--- src/rtl/intc_pkg.sv ---
// Shared definitions for the interrupt controller: FSM encoding, vector width
// and the fixed-priority picker.
package intc_pkg;

    localparam int VEC_W = 3;
    localparam int MAX_SOURCES = 8;

    typedef enum logic [1:0] {
        IDLE       = 2'd0,
        REQUEST    = 2'd1,
        IN_SERVICE = 2'd2
    } intc_state_e;

    // Lowest set bit wins; index 0 is the highest priority.
    function automatic logic [VEC_W-1:0] lowest_set(input logic [MAX_SOURCES-1:0] v);
        logic [VEC_W-1:0] idx;
        idx = '0;
        for (int k = MAX_SOURCES - 1; k >= 0; k--) begin
            if (v[k]) idx = VEC_W'(k);
        end
        return idx;
    endfunction

endpackage

--- src/rtl/irq_edge_detector.sv ---
// Rising-edge detector for one request line. History clears on reset, so a
// line that is already high just after reset is seen as a fresh request.
module irq_edge_detector (
    input  logic i_clk,
    input  logic i_reset,
    input  logic i_irq,
    output logic o_edge
);

    logic prev;

    always_ff @(posedge i_clk) begin
        if (i_reset) prev <= 1'b0;
        else         prev <= i_irq;
    end

    assign o_edge = i_irq & ~prev;

endmodule

--- src/rtl/interrupt_controller.sv ---
// Interrupt initiator: latches request edges, arbitrates by mask and fixed
// priority, and runs the request/ack/done handshake with the fetch stage.
module interrupt_controller
    import intc_pkg::*;
#(
    parameter int                     NUM_SOURCES = 4,
    parameter logic [31:0]            VEC_BASE    = 32'h0000_0000,
    parameter logic [31:0]            VEC_STRIDE  = 32'h0000_0002,
    parameter logic [NUM_SOURCES-1:0] MASK_RESET  = '1
) (
    input  logic                   i_clk,
    input  logic                   i_reset,
    input  logic [NUM_SOURCES-1:0] i_irq,
    input  logic                   i_mask_we,
    input  logic [NUM_SOURCES-1:0] i_mask_data,
    input  logic                   i_int_ack,
    input  logic                   i_int_done,
    output logic                   o_interrupt,
    output logic [VEC_W-1:0]       o_vector,
    output logic [31:0]            o_vector_addr,
    output logic [NUM_SOURCES-1:0] o_pending,
    output logic                   o_in_service
);

    intc_state_e            state, state_nxt;
    logic [NUM_SOURCES-1:0] edges;
    logic [NUM_SOURCES-1:0] pending, pending_nxt, pend_clr;
    logic [NUM_SOURCES-1:0] mask;
    logic [NUM_SOURCES-1:0] eligible;
    logic [MAX_SOURCES-1:0] eligible_ext;
    logic [VEC_W-1:0]       winner;
    logic                   interrupt_nxt;
    logic [VEC_W-1:0]       vector_nxt;
    logic [31:0]            addr_nxt;
    logic                   in_service_nxt;

    for (genvar k = 0; k < NUM_SOURCES; k++) begin : g_edge
        irq_edge_detector u_edge (
            .i_clk   (i_clk),
            .i_reset (i_reset),
            .i_irq   (i_irq[k]),
            .o_edge  (edges[k])
        );
    end

    assign eligible     = pending & mask;
    assign eligible_ext = MAX_SOURCES'(eligible);
    assign winner       = lowest_set(eligible_ext);
    assign o_pending    = pending;

    always_comb begin
        state_nxt      = state;
        interrupt_nxt  = o_interrupt;
        vector_nxt     = o_vector;
        addr_nxt       = o_vector_addr;
        in_service_nxt = o_in_service;
        pend_clr       = '0;
        case (state)
            IDLE: begin
                if (|eligible) begin
                    state_nxt     = REQUEST;
                    interrupt_nxt = 1'b1;
                    vector_nxt    = winner;
                    addr_nxt      = VEC_BASE + 32'(winner) * VEC_STRIDE;
                end
            end
            // Vector is frozen here; later arrivals or mask writes wait.
            REQUEST: begin
                if (i_int_ack) begin
                    state_nxt      = IN_SERVICE;
                    interrupt_nxt  = 1'b0;
                    in_service_nxt = 1'b1;
                    for (int k = 0; k < NUM_SOURCES; k++) begin
                        if (o_vector == VEC_W'(k)) pend_clr[k] = 1'b1;
                    end
                end
            end
            IN_SERVICE: begin
                if (i_int_done) begin
                    state_nxt      = IDLE;
                    in_service_nxt = 1'b0;
                end
            end
            default: begin
                state_nxt      = IDLE;
                interrupt_nxt  = 1'b0;
                in_service_nxt = 1'b0;
            end
        endcase
        // A new edge beats an ack clear on the same source.
        pending_nxt = (pending & ~pend_clr) | edges;
    end

    always_ff @(posedge i_clk) begin
        if (i_reset) begin
            state         <= IDLE;
            pending       <= '0;
            mask          <= MASK_RESET;
            o_interrupt   <= 1'b0;
            o_vector      <= '0;
            o_vector_addr <= VEC_BASE;
            o_in_service  <= 1'b0;
        end else begin
            state         <= state_nxt;
            pending       <= pending_nxt;
            if (i_mask_we) mask <= i_mask_data;
            o_interrupt   <= interrupt_nxt;
            o_vector      <= vector_nxt;
            o_vector_addr <= addr_nxt;
            o_in_service  <= in_service_nxt;
        end
    end

endmodule
--- config.mk ---
export PLATFORM = sky130hd
export DESIGN_NAME = interrupt_controller
export DESIGN_NICKNAME = d
export VERILOG_FILES = /design/src/rtl/intc_pkg.sv /design/src/rtl/irq_edge_detector.sv /design/src/rtl/interrupt_controller.sv
export SDC_FILE = /design/constraint.sdc
export NUM_CORES = 1
export LEC_CHECK = 0
export CAP_MARGIN = 10
export CORE_ASPECT_RATIO = 1.75
export CORE_UTILIZATION = 30
export CTS_CLUSTER_DIAMETER = 40
export CTS_CLUSTER_SIZE = 24
export DETAILED_ROUTE_END_ITERATION = 12
export PLACE_DENSITY = 0.66
export SLEW_MARGIN = 20
export SYNTH_ARGS = -nofsm -noshare
export SYNTH_HDL_FRONTEND = slang
export SYNTH_SLANG_ARGS = --single-unit
--- constraint.sdc ---
create_clock -name i_clk -period 1.35 [get_ports i_clk]
set_input_delay 0.3375 -clock i_clk [delete_from_list [all_inputs] [get_ports i_clk]]
set_output_delay 0.3375 -clock i_clk [all_outputs]
set_load 0.03 [all_outputs]
# Word-level counts from Yosys, hierarchy flattened
# Cells that the tools add are included.
# op_classes
n_eq_ne	8
muxes	20
n_bitwise	14
reduce_logical	7
# op_table
cell	count
two-way mux 3 bit	3
AND reduction 3 bit	3
bitwise AND 4 bit	2
two-way mux 1 bit	8
two-way mux 2 bit	4
two-way mux 4 bit	2
== test 3 x 2 -> 1 bit (second input constant)	2
!= test 2 bit (second input constant)	3
inverter 1 bit	6
case mux 1 bit (3 select lines)	2
case mux 2 bit (3 select lines)	1
bitwise AND 1 bit	4
inverter 4 bit	1
bitwise OR 4 bit	1
OR reduction 4 bit	1
== test 3 x 1 -> 1 bit (second input constant)	1
zero test 3 bit	1
== test 2 x 1 -> 1 bit (second input constant)	1
== test 2 bit (second input constant)	1
zero test 2 bit	1
AND reduction 2 bit	1
# word_totals
regBits	19
wordCells	59

# Logic depth before layout (Yosys ltp)
# Gate-level depths: netlist of the first run.
# depth
ltp_word	7
depth_mapped	5

# Hierarchy
# Synthesis of the first run repeated with hierarchy kept, for this count alone.
# unflattened
cells_unflattened	107
area_unflattened_um2	998.5
# by_module_without_submodules
module	instances	cells_each	area_each_um2	seq_area_each_um2
interrupt_controller	1	95	808.3	280.3
irq_edge_detector	4	3	47.5	20.0

# Worst setup path after synthesis of the first run
# Ideal clock, no wire load.
# synth_path
kind	register to register
from	reg, netlist name o_vector_addr[1]
to	reg pending[1] (netlist: o_pending[1])
arrival_ps	1179
slack_ps	54
path_stages_with_launch	3
n_path_buf	0
period_less_slack_ps	1296
path_cell_list	dfxtp_1 or3b_1 a32o_1
# synth_lines
element	line	rtl
end signal: assignment	interrupt_controller.sv:105	pending <= pending_nxt;
end: declaration	interrupt_controller.sv:27	logic [NUM_SOURCES-1:0] pending, pending_nxt, pend_clr;

# Final worst setup path of the first run
# layout_path
from	reg o_in_service
to	out o_in_service
# layout_lines
element	line	rtl
start: declaration	interrupt_controller.sv:22	output logic o_in_service
start signal: assignment	interrupt_controller.sv:110	o_in_service <= in_service_nxt;
# No word-level cell between the ends.

==> impl_metrics.json, run 1 <==
{
  "status": "finished, final reports clean",
  "antenna_left": 0,
  "power_leakage_nw": 0.562,
  "fmax_mhz": 777,
  "die_area_sq_mm": 0.00340,
  "clock_latency_ns": 0.26,
  "fin_nets": 150,
  "netlist_instances": 107,
  "worstSetupPathType": "flop to output pin",
  "cts_made_buffers": 3,
  "utilization": 0.397,
  "remaining_drc_errors": 0,
  "gr-usage-all-layers": 0.113,
  "synth_most_common_cell": "buf_4",
  "skew_ns": 0.00394,
  "peakVddDrop_uv": 685,
  "grt_start_max_net_pins": 11,
  "wire_per_inst_um": 9.74,
  "vias_per_cell": 4.11,
  "path_buf_inv": 1,
  "grt_pass1_vias": 614,
  "diodes": 0,
  "htreeDepth": 1,
  "grt_pass1_wl_mm": 2.87,
  "cts_tree": "built",
  "std_cell_rows": 26,
  "start_util": 0.320,
  "syn_area_per_cell_sq_um": 8.86,
  "fin_crit_sh": 0.953,
  "synth.area.top_cells": "dfxtp_1 38%, buf_4 27%, nand2_1 4.7%",
  "crit_path_end_kind": "output pin",
  "io_pins": 54,
  "path_cells": "clkdlybuf4s15_1",
  "hpwl_mm": 1.41,
  "gp_congestion": 0.829,
  "root_buffer": "clkbuf_8",
  "hp-class": "flop to flop",
  "vias": 731,
  "dieHeight_um": 76.4,
  "power.total_mw": 1.51,
  "worst_path_max_delay_cell": "clkdlybuf4s15_1",
  "ys_types": 25,
  "required_ns": 1.01,
  "finalCriticalPeriod_ns": 1.29,
  "clkTransAtPathRegs_ns": 0.06,
  "clock-sinks": 18,
  "ys_warn_count": 0,
  "dieWidth_um": 44.5,
  "synth_commonest_cells": "34 x buf_4, 18 x dfxtp_1, 12 x nand2_1",
  "core-area_sq_mm": 0.00296,
  "fillCellCount": 293,
  "io_buffers": 22,
  "slowest_delay_ns": 0.36,
  "synth_edf_count": 0,
  "setup-violations-final": 0,
  "synth-seq-cells": 18,
  "syn_to_final_growth_pct": 23.9,
  "wirelength_mm": 1.73,
  "ys_async_sr_fraction": 0,
  "post_cts_buffers": 0,
  "grt_remaining_overflow": 0,
  "critPathLaunchType": "flop",
  "firstDrtPassIters": 4,
  "drive_gt1_frac": 0.199,
  "hold_violations": 0,
  "critPathTopFamily": "buffers and inverters",
  "synth_area_sq_um": 948,
  "p_per_area_mw_per_mm2": 1290,
  "critPathArrivalTime_ns": 0.95,
  "clockBufferDepth": 2,
  "drv_cap": 0,
  "rsz0062_at_grt": "false",
  "synth_top_flop_cell": "dfxtp_1",
  "cp_max_fo": 2,
  "drv_slew": 0,
  "antenna_found_initial": 0,
  "synth_top_area_cell": "dfxtp_1",
  "first_iter_violations": 15,
  "yosys.area.top_type_share": 0.380,
  "yosysSeqAreaShare": 0.380
}
placed cells by master (no fill, tap or decap):
cell	Yosys	routed
a2111oi_0	1	1
nor2b_1	2	2
dfxtp_2	0	2
clkdlybuf4s15_1	0	1
dlygate4sd2_1	0	1
a221oi_1	1	1
inv_1	5	5
o41ai_1	1	1
a21oi_1	4	4
o311ai_0	1	1
dfxtp_1	18	16
nand3b_4	1	1
or3b_1	2	2
a31o_2	1	1
o21ai_0	5	5
buf_4	34	19
clkbuf_8	0	4
a22o_1	2	2
conb_1	1	31
mux2i_1	4	4
clkdlybuf4s50_1	0	11
nand2_1	12	12
a211oi_1	1	1
nor2_1	3	3
o211ai_1	1	1
nand3_1	1	1
a32o_1	2	2
nor3_1	1	1
path summary, 6_finish.rpt:
path	from	to	slack, ns	depth (start not counted)
worst max-delay path	o_in_service	o_in_service	0.06	1
worst min-delay path	g_edge[0].u_edge.prev	o_pending[0]	0.42	1
worst max register to register	state[0]	o_pending[1]	0.13	3
worst min register to register	g_edge[0].u_edge.prev	o_pending[0]	0.42	1
state kept, by name (all words and copies together) (netlist names):
name	count
g_edge.u_edge.prev	4
o_interrupt	1
state	2
o_vector_addr	2
o_pending	4
o_in_service	1
mask	4
repair_timing:
action	4_1_cts	5_1_grt
endpoints found under the setup margin	4	7
hold buffers	0	0
gates resized for setup	2	3
hold endpoints to repair	0	0
pin swaps	0	0
per-layer routing:
layer,track usage,vias to the layer above,wire [um]
met4,0.0636,0,42
met5,0,-,0
li1,-,353,-
met1,0.136,328,689
met2,0.179,45,894
met3,0.0213,5,106
power by group:
part | internal, mW | total (mW) | switching, mW
logic | 0.163 | 0.447 | 0.284
registers | 0.584 | 0.631 | 0.0472
clock network | 0.259 | 0.434 | 0.175
cell type report:
type	instances	area [sq um]	share of cell area
clock buffers	4	55.1	0.0469
inverters	5	18.8	0.0160
multi-input cells	77	414	0.353
flip-flops and latches	18	363	0.309
well taps	42	52.6	0.0447
repair buffers	32	272	0.231
logic make-up after synthesis:
family          Yosys count  share of synthesized area
flops                    18                      0.380
buf+inv                  42                      0.302
other cells               1                    0.00395
compound gates           20                      0.149
mux                       4                     0.0422
simple gates             22                      0.123
metrics by stage:
stage	setup slack (ns)	hold slack, ns	setup TNS [ns]	instances	instance area (sq um)
final	0.0631	0.417	0	178	1170
after global routing	0.0199	0.437	0	178	1170
after CTS	0.0152	0.421	0	178	1170
after detailed placement	-0.353	0.421	-1.37	174	1120
after global placement	-0.348	0.403	-1.21	174	1120
after floorplan	0.0536	0.399	0	137	1060
No activity file was read; power rests on OpenSTA's default activity.
==> inputs of run 2 (changes only) <==
--- a/config.mk
+++ b/config.mk
@@ -11,6 +11,7 @@
 export CTS_CLUSTER_DIAMETER = 40
 export CTS_CLUSTER_SIZE = 24
 export DETAILED_ROUTE_END_ITERATION = 12
+export GPL_ROUTABILITY_DRIVEN = 0
 export PLACE_DENSITY = 0.66
 export SLEW_MARGIN = 20
 export SYNTH_ARGS = -nofsm -noshare
==> results of run 2 <==
The final DEF is identical to that of run 1; final timing and power are the same.
